[src/rtl/box_pkg.sv]
// Shared types and constants for the bounding-box record reader:
// record layout, word offsets and FSM state encoding.
package box_pkg;

    localparam int REC_WORDS = 8;

    typedef logic [2:0] word_idx_t;

    localparam word_idx_t W_ID   = 3'd0;
    localparam word_idx_t W_CONF = 3'd1;
    localparam word_idx_t W_X1   = 3'd2;
    localparam word_idx_t W_Y1   = 3'd3;
    localparam word_idx_t W_X2   = 3'd4;
    localparam word_idx_t W_Y2   = 3'd5;
    localparam word_idx_t W_CLS  = 3'd6;
    localparam word_idx_t W_FLAG = 3'd7;

    typedef struct packed {
        logic [31:0] id;
        logic [31:0] conf;
        logic [31:0] x1;
        logic [31:0] y1;
        logic [31:0] x2;
        logic [31:0] y2;
        logic [31:0] cls;
        logic [31:0] flag;
    } box_rec_t;

    typedef enum logic [2:0] {
        IDLE,
        ISSUE,
        DRAIN,
        OUT,
        DONE
    } state_t;

    // Returns r with the field at word offset w replaced by d.
    function automatic box_rec_t set_word(input box_rec_t r, input word_idx_t w,
                                          input logic [31:0] d);
        box_rec_t n;
        n = r;
        case (w)
            W_ID:    n.id   = d;
            W_CONF:  n.conf = d;
            W_X1:    n.x1   = d;
            W_Y1:    n.y1   = d;
            W_X2:    n.x2   = d;
            W_Y2:    n.y2   = d;
            W_CLS:   n.cls  = d;
            W_FLAG:  n.flag = d;
            default: n      = r;
        endcase
        return n;
    endfunction

endpackage

[src/rtl/box_record_reader.sv]
// Reads fixed 8-word box records from the data SRAM and presents each
// complete record as one wide valid/ready transfer.
module box_record_reader
    import box_pkg::*;
#(
    parameter int ADDR_W    = 10,
    parameter int REC_WORDS = 8,
    parameter int BASE_ADDR = 0
) (
    input  logic              CLK,
    input  logic              RST,
    input  logic              start,
    input  logic [7:0]        num_rec,
    output logic              busy,
    output logic              done,
    output logic              sram_cen,
    output logic              sram_wen,
    output logic [ADDR_W-1:0] sram_a,
    input  logic [31:0]       sram_q,
    output logic              rec_valid,
    input  logic              rec_ready,
    output logic [31:0]       rec_id,
    output logic [31:0]       rec_conf,
    output logic [31:0]       rec_x1,
    output logic [31:0]       rec_y1,
    output logic [31:0]       rec_x2,
    output logic [31:0]       rec_y2,
    output logic [31:0]       rec_cls,
    output logic [31:0]       rec_flag
);

    state_t    state, state_nx;
    logic [7:0] num_lat;
    logic [7:0] rec_idx;
    word_idx_t wcnt;
    word_idx_t cap_w;
    logic      cap_en;
    box_rec_t  rec_q;
    logic      more;

    assign more = ({1'b0, rec_idx} + 9'd1) < {1'b0, num_lat};

    always_ff @(posedge CLK) begin
        if (RST) begin
            state   <= IDLE;
            num_lat <= '0;
            rec_idx <= '0;
            wcnt    <= '0;
            cap_w   <= '0;
            cap_en  <= 1'b0;
            rec_q   <= '0;
        end else begin
            state <= state_nx;
            // SRAM data lags its address by one cycle, so capture trails issue.
            cap_en <= (state == ISSUE);
            cap_w  <= wcnt;
            if (cap_en)
                rec_q <= set_word(rec_q, cap_w, sram_q);
            case (state)
                IDLE: begin
                    if (start) begin
                        num_lat <= num_rec;
                        rec_idx <= '0;
                        wcnt    <= '0;
                    end
                end
                ISSUE:   wcnt <= wcnt + 3'd1;
                OUT:     if (rec_ready) rec_idx <= rec_idx + 8'd1;
                default: ;
            endcase
        end
    end

    always_comb begin
        state_nx = state;
        case (state)
            IDLE:    if (start) state_nx = (num_rec == 8'd0) ? DONE : ISSUE;
            ISSUE:   if (wcnt == word_idx_t'(REC_WORDS - 1)) state_nx = DRAIN;
            DRAIN:   state_nx = OUT;
            OUT:     if (rec_ready) state_nx = more ? ISSUE : DONE;
            DONE:    state_nx = IDLE;
            default: state_nx = IDLE;
        endcase
    end

    always_comb begin
        busy      = (state != IDLE);
        done      = (state == DONE);
        sram_cen  = (state != ISSUE);
        sram_wen  = 1'b1;
        rec_valid = (state == OUT);
        sram_a    = '0;
        if (state == ISSUE)
            sram_a = ADDR_W'(BASE_ADDR) + ADDR_W'({rec_idx, wcnt});
    end

    assign rec_id   = rec_q.id;
    assign rec_conf = rec_q.conf;
    assign rec_x1   = rec_q.x1;
    assign rec_y1   = rec_q.y1;
    assign rec_x2   = rec_q.x2;
    assign rec_y2   = rec_q.y2;
    assign rec_cls  = rec_q.cls;
    assign rec_flag = rec_q.flag;

endmodule

[config.mk]
export PLATFORM = sky130hd
export DESIGN_NAME = box_record_reader
export DESIGN_NICKNAME = d
export VERILOG_FILES = /design/src/rtl/box_pkg.sv /design/src/rtl/box_record_reader.sv
export SDC_FILE = /design/constraint.sdc
export NUM_CORES = 1
export LEC_CHECK = 0
export ABC_CLOCK_PERIOD_IN_PS = 4520
export BUFFER_PORTS_ARGS = -buffer_cell sky130_fd_sc_hd__clkbuf_2
export CAP_MARGIN = 40
export CORE_MARGIN = 5
export CORE_UTILIZATION = 55
export CTS_CLUSTER_DIAMETER = 120
export CTS_CLUSTER_SIZE = 10
export DETAILED_ROUTE_END_ITERATION = 7
export GPL_TIMING_DRIVEN = 0
export PLACE_DENSITY = 0.86
export SLEW_MARGIN = 20
export SYNTH_ARGS = -nofsm -noshare
export SYNTH_HDL_FRONTEND = slang
export SYNTH_SLANG_ARGS = --single-unit
[constraint.sdc]
create_clock -name CLK -period 4.52 [get_ports CLK]
set_input_delay 0.904 -clock CLK [delete_from_list [all_inputs] [get_ports CLK]]
set_output_delay 0.904 -clock CLK [all_outputs]
set_load 0.05 [all_outputs]
### After elaboration in Yosys (flattened, before gate mapping)

Cells that the tools add are included.

* register bits: 282
* logic and storage cells: 64
* bits of input ports: 44

* reduce and logical (&&, ||, !) cells: 18
* add/sub/neg operators: 3
* multiplexer cells: 12
* equal/unequal tests: 16
* magnitude comparators: 1

Operators with widths (number)
* 2-bit AND reduction: 10
* 3-bit equality test (second input constant): 6
* 3-bit two-way mux: 6
* 8-bit two-way mux: 2
* 8-bit one-hot mux with 2 select lines: 1
* 3-bit by 2-bit equality test with 1-bit output (second input constant): 4
* 3-bit one-hot mux with 4 select lines: 1
* 10-bit two-way mux: 1
* 8-bit by 1-bit adder with 9-bit output (second input constant): 1
* 9-bit by 8-bit < comparator with 1-bit output: 1
* 8-bit by 1-bit adder with 8-bit output (second input constant): 1
* 8-bit logical NOT: 1
* 3-bit by 1-bit equality test with 1-bit output (second input constant): 2
* 3-bit logical NOT: 2
* 3-bit one-hot mux with 2 select lines: 1
* 3-bit AND reduction: 2
* 2-bit != test (second input constant): 2
* 2-bit nonzero test: 2
* 3-bit by 1-bit adder with 3-bit output (second input constant): 1
* 3-bit by 1-bit != test with 1-bit output (second input constant): 1
* 3-bit nonzero test: 1
* 2-bit by 1-bit != test with 1-bit output (second input constant): 1

### Longest topological paths before layout

Gate-level depths: netlist of run 1.

* depth after elaboration: 5
* gate-level depth with buffers: 10

### Worst setup path after synthesis of run 1

Ideal clock, no wire load.

* kind: reg-to-output
* from: reg state[0]
* to: out sram_a[6]
* slack: 1660 ps
* arrival time: 1956 ps
* required time: 3616 ps
* buffers on the path: 1
* cell stages (with the launch flop): 6
* cell sequence: dfxtp_1 buf_2 inv_1 nor3_1 inv_1 nor2_1

* cells in the longest elaborated chain, start to end: 2

RTL lines
* start, declared: RTL line box_record_reader.sv:32 `state_t state, state_nx;`
* start signal, assigned: RTL line box_record_reader.sv:53 `state <= state_nx;`
* 3-bit by 1-bit equality test with 1-bit output: RTL line box_record_reader.sv:93 `if (state == ISSUE)`
* 10-bit two-way mux: RTL line box_record_reader.sv:93
* end, declared: RTL line box_record_reader.sv:18 `output logic [ADDR_W-1:0] sram_a,`

Every way passes these cells.

### Final worst setup path of run 1

* from: reg state[0]
* to: out sram_a[1]

Same word-level chain as after synthesis.

==> flow_summary.toml, run 1 <==
[outcome]
status = "complete, no violations"

[power]
total_power_mw = 5.138
swShare_pct = 23.38
power.internal_mw = 3.936
p_per_area_nw_per_um2 = 395.3
switchingPower_mw = 1.201
p_clk_share_pct = 45.1
peakVddDrop_uv = 282.9
power_frac_seq_pct = 49.1
pwr-share-comb_pct = 5.8
power.leakage_nw = 5.231

[global_routing]
grt_pass1_wl_mm = 53.39
grt_overflow = 0
grt_max_degree = 11
grt_pass1_vias = 9956
grt_antenna_before_repair = 0
grtUsageMet1_pct = 38.08
grt_usage_pct = 30.64
grt_util_met2_pct = 50.52
grt_use_met3_pct = 7.265
busiest_layer = "met2"

[clock_tree]
ctsHoldBuffers = 0
clk_pin_slew_ns = 0.05
post_cts_buffers = 0
cts_tree = "done"
htreeDepth = 2
insertion_delay_ns = 0.49
cts.sink_count = 282
cts_resized = 0
cts.path.max_buffers = 3
cts-buffers-inserted = 34
clockRootBuffer = "clkbuf_16"

[sta]
layout_worst_path_cycle_share_pct = 74.14
setup_viol = 0
min_period_ns = 3.351
slew_headroom_pct = 46.76
hold_ws_ns = 0.4519
fmaxAchievable_ghz = 0.2984
slew_viol_final = 0
hold_viol_final = 0
worstMarginPinSlew_ns = 0.7957
setup_tns_ns = 0
rsz0062_at_grt = "false"
clock_skew_ns = 0.009895

[drt]
dr.pass1.iters = 5
dr.first_iter.drc_count = 644
vias = 10440
drt-total-wl_mm = 34.90
post_drt_wl_per_cell_um = 18.37
ant_nets = 0
drc = 0
vias_per_cell = 5.493

[final_layout]
drive_gt1_share_pct = 22.27
fin_util_pct = 69.71
synthToLayoutAreaGrowth_pct = 24.98
instances_no_fill = 1900
final_common_cell = "nand2_1"
layout.nets = 1719
mostFrequentLayoutCells = "nand2_1 (539), clkbuf_2 (282), dfxtp_1 (282)"
antenna_cells = 0
fillCellCount = 1491

[floorplan]
num_rows = 50
die_w_um = 147.5
dieArea_um2 = 21760
ios = 315
dieHeight_um = 147.5
core_um2 = 18640
start_util_pct = 55.78

[worst_setup_path]
critical_path_class = "reg -> out"
worstPathCellList = "buf_2, inv_1, nor3_1, clkbuf_1, and2_1, clkbuf_2"
cp_slowest_cell = "nor3_1"
start_kind = "flip-flop"
crit_arrival_ns = 2.45
cp-end-kind = "primary output"
required_ns = 3.62
crit_fanout = 10
crit_path_max_incr_delay_ns = 0.46

[synth]
synth_area_leaders = "dfxtp_1 (54%), nand2_1 (19%), a21oi_1 (13%), clkbuf_1 (2.6%), buf_2 (2.0%)"
avgSynthCellArea_um2 = 7.720
synth_fp_nets = 1401
synthCells = 1347
ys_ff_latch = 282
synth-edff-count = 0
synth_top_flop_cell = "dfxtp_1"
synth_top_area_share_pct = 54.29
ys_warn_count = 0
async_flop_share_pct = 0
netlist-cell-type-count = 46
synth-seq-area-share_pct = 54.29
yosys.area.top_type = "dfxtp_1"
syn_area_um2 = 10400

[flow_run]
max_cap_violations = 0

[placed_design]
gp_congestion = 0.9055
dpl.hpwl_mm = 25.14
post-place-cells = 1863
port-buffer-count = 281

[worst_hold_path]
hold_path.class = "reg -> reg"
-- kinds of logic after synthesis --
family,synth area share [%]
simple gates,23.62
buf+inv,5.535
mux,0.1083
fa+ha+maj,1.203
flops,54.29
compound gates,14.70
xor+xnor,0.5054
other cells,0.03606
-- worst paths after layout --
| kind | start | endpoint | slack [ns] | cells after the start |
|---|---|---|---|---|
| max reg2reg | rec_idx[0] | state[2] | 2.24 | 9 |
| max | state[0] | sram_a[1] | 1.17 | 6 |
| min reg2reg | num_lat[3] | num_lat[3] | 0.45 | 2 |
| min | num_lat[3] | num_lat[3] | 0.45 | 2 |
-- power groups by stage --
stage	combinational, mW	sequential, mW	clock (mW)
2_1_floorplan	0.138	2.63	0
3_3_place_gp	0.287	2.57	0
3_5_place_dp	0.292	2.58	0
4_1_cts	0.293	2.52	2.33
5_1_grt	0.315	2.52	2.45
6_report	0.296	2.52	2.32
-- worst max-delay path, delay by kind of cell, from the launching register on --
kind                   cells  cell delay (ns)
buffers and inverters      4             0.96
DFF                        1             0.31
and+or+nand+nor            2             0.68
-- stage by stage --
step                area (um2)  worst slack, ns
global route             13000           0.9651
global placement         12100            1.525
detailed placement       12100            1.479
floorplan                10400            1.660
CTS                      13000            1.168
finish                   13000            1.169
-- flip-flops by register name, indices dropped and copies added, names as in the netlist, 3 cells and up --
name	count
rec_idx	8
num_lat	8
rec_y2	32
rec_flag	32
state	3
rec_x2	32
rec_conf	32
rec_id	32
rec_x1	32
rec_y1	32
wcnt	3
cap_w	3
rec_cls	32
-- routing by layer --
metal / vias up / wire length (um)
li1: 4957 / -
met1: 4828 / 13550
met2: 538 / 16420
met3: 114 / 3199
met4: 0 / 1728
met5: - / 0
-- final cells by class --
| type | instances | area, um2 | share of cell area (%) |
|---|---|---|---|
| clock inverter | 2 | 17.52 | 0.1348 |
| multi-input combinational | 929 | 4178 | 32.15 |
| clock buffer | 35 | 875.8 | 6.739 |
| buffer | 122 | 523.0 | 4.024 |
| sequential | 282 | 5645 | 43.44 |
| tap | 234 | 292.8 | 2.253 |
| timing repair buffer | 282 | 1411 | 10.86 |
| inverter | 14 | 52.55 | 0.4044 |
-- synthesized netlist by cell type (2+ instances only) --
library cell  number
inv_1             14
nand2b_1           4
buf_1              4
xnor2_1            3
a21oi_1          279
o21ai_0            4
nand3_1           13
a211oi_1           3
xor2_1             3
nand4_1            2
nor3b_1            3
buf_2             42
dfxtp_1          282
and2_1             8
nor3_1             7
a31oi_1            2
nor4_1             2
ha_1              10
nor2_1            20
nor2b_1            6
nand2_1          539
clkbuf_1          73
Power figures use the tool's default switching activity.
==> run 2, diff against run 1 <==
--- a/config.mk
+++ b/config.mk
@@ -5,16 +5,16 @@
 export SDC_FILE = /design/constraint.sdc
 export NUM_CORES = 1
 export LEC_CHECK = 0
-export ABC_CLOCK_PERIOD_IN_PS = 4520
+export ABC_CLOCK_PERIOD_IN_PS = 3300
 export BUFFER_PORTS_ARGS = -buffer_cell sky130_fd_sc_hd__clkbuf_2
 export CAP_MARGIN = 40
 export CORE_MARGIN = 5
-export CORE_UTILIZATION = 55
+export CORE_UTILIZATION = 51
 export CTS_CLUSTER_DIAMETER = 120
 export CTS_CLUSTER_SIZE = 10
 export DETAILED_ROUTE_END_ITERATION = 7
 export GPL_TIMING_DRIVEN = 0
-export PLACE_DENSITY = 0.86
+export PLACE_DENSITY = 0.8
 export SLEW_MARGIN = 20
 export SYNTH_ARGS = -nofsm -noshare
 export SYNTH_HDL_FRONTEND = slang
==> constraint.sdc (replaced) <==
create_clock -name CLK -period 3.3 [get_ports CLK]
set_input_delay 0.66 -clock CLK [delete_from_list [all_inputs] [get_ports CLK]]
set_output_delay 0.66 -clock CLK [all_outputs]
set_load 0.05 [all_outputs]
==> run 2 against run 1 <==
- combinational power is 37% higher
- utilization down 4.8 points
- design area increased by 0.66%
- sequential power is 37% higher
- first-iteration DRC count fell by 4.5%
- global-route usage is 2.5 points lower
- worst hold slack got worse by 0.054 ns
- die area increased by 7.3%
- routed wire length barely moved
- via count is 0.87% lower
==> flow_summary.toml, run 2 (same netlist as run 1, synthesis figures left out) <==
[global_routing]
grt_pass1_wl_mm = 52.97
grt_antenna_before_repair = 0
grt_pass1_vias = 9618
grt_usage_pct = 28.17
grt_max_degree = 11
grt_overflow = 0

[power]
power.internal_mw = 5.485
peakVddDrop_uv = 393.2
total_power_mw = 7.150
switchingPower_mw = 1.665
swShare_pct = 23.29
p_clk_share_pct = 46.0
power_frac_seq_pct = 48.3
p_per_area_nw_per_um2 = 546.5
pwr-share-comb_pct = 5.7
power.leakage_nw = 5.251

[clock_tree]
cts.path.max_buffers = 3
ctsHoldBuffers = 0
clk_pin_slew_ns = 0.06
cts.sink_count = 282
cts_tree = "done"
htreeDepth = 2
insertion_delay_ns = 0.50
clockRootBuffer = "clkbuf_16"
cts_resized = 0
cts-buffers-inserted = 34
post_cts_buffers = 0

[worst_setup_path]
critPathBufInv = 4
start_kind = "flip-flop"
crit_path_max_incr_delay_ns = 0.38
worstPathCellList = "buf_2, inv_1, nor3_1, clkbuf_1, and2_1, clkbuf_2"
critPathTopFamily = "buffers and inverters"
crit_arrival_ns = 2.40
cp_slowest_cell = "nor3_1"
cp-end-kind = "primary output"
required_ns = 2.64
critical_path_class = "reg -> out"
crit_fanout = 10

[final_layout]
mostFrequentLayoutCells = "nand2_1 (539), clkbuf_2 (282), dfxtp_1 (282)"
instances_no_fill = 1937
final_cell_area_um2 = 13080
synthToLayoutAreaGrowth_pct = 25.81
final_common_cell = "nand2_1"
drive_gt1_share_pct = 22.32
antenna_cells = 0
layout.nets = 1719
fin_util_pct = 64.86

[drt]
drt-total-wl_mm = 34.87
drc = 0
dr.first_iter.drc_count = 615
vias_per_cell = 5.341
dr.pass1.iters = 5
vias = 10350
ant_nets = 0
post_drt_wl_per_cell_um = 18.00

[placed_design]
post-place-cells = 1899
gp_congestion = 0.8711
place_area_um2 = 12150
port-buffer-count = 281
place_ws_ns = 0.4299
dpl.hpwl_mm = 24.96

[floorplan]
dieHeight_um = 152.8
ios = 315
dieArea_um2 = 23340
core_um2 = 20170
die_w_um = 152.8
start_util_pct = 51.56
num_rows = 52

[sta]
worstMarginPinSlew_ns = 0.9105
worst_slack_ns = 0.2445
setup_viol = 0
slew_headroom_pct = 39.30
setup_tns_ns = 0
hold_viol_final = 0
layout_worst_path_cycle_share_pct = 92.59
hold_ws_ns = 0.3980
min_period_ns = 3.056
clock_skew_ns = 0.01061
slew_viol_final = 0
rsz0062_at_grt = "false"
fmaxAchievable_ghz = 0.3273

[flow_run]
max_cap_violations = 0

[outcome]
status = "complete, no violations"

[worst_hold_path]
hold_path.class = "in -> reg"
## run 2: cell count changes in the layout (fill, tap and decap cells not counted)
cell       delta
clkbuf_16     +2
inv_6         -1
## run 2: layer usage
layer  share of wire [%]  GRT usage [%]  vias up
li1                    -              -     4953
met1                  40          35.22     4779
met2                  47          46.77      508
met3                 8.5          7.157      106
met4                 4.0          11.24        0
met5                   0              0        -
## run 2: power groups by stage
stage               Clock, mW  Sequential [mW]  Combinational (mW)
floorplan                   0             3.60               0.189
global placement            0             3.53               0.398
detailed placement          0             3.53               0.402
CTS                      3.32             3.46               0.403
global route             3.47             3.46               0.429
finish                   3.29             3.46               0.406
## run 2: worst paths after layout
path / end / start / slack [ns] / depth (start not counted)
worst min-delay path: num_lat[1] / num_rec[1] / 0.40 / 3
worst max-delay path: sram_a[0] / state[0] / 0.24 / 6
worst max register to register: state[2] / rec_idx[0] / 0.91 / 9
worst min register to register: rec_x2[5] / rec_x2[5] / 0.45 / 2
## run 2: cell type report
cell class,count,area [um2]
timing repair buffer,282,1411
buffer,122,523.0
multi-input combinational,929,4178
fill,1775,7087
tap,270,337.8
clock inverter,1,8.758
inverter,14,52.55
clock buffer,37,925.9
sequential,282,5645
## run 2: tightest hold or removal path, stage by stage
cell and delay, ns:
clkbuf_2 0.09, nand2_1 0.05, a21oi_1 0.05
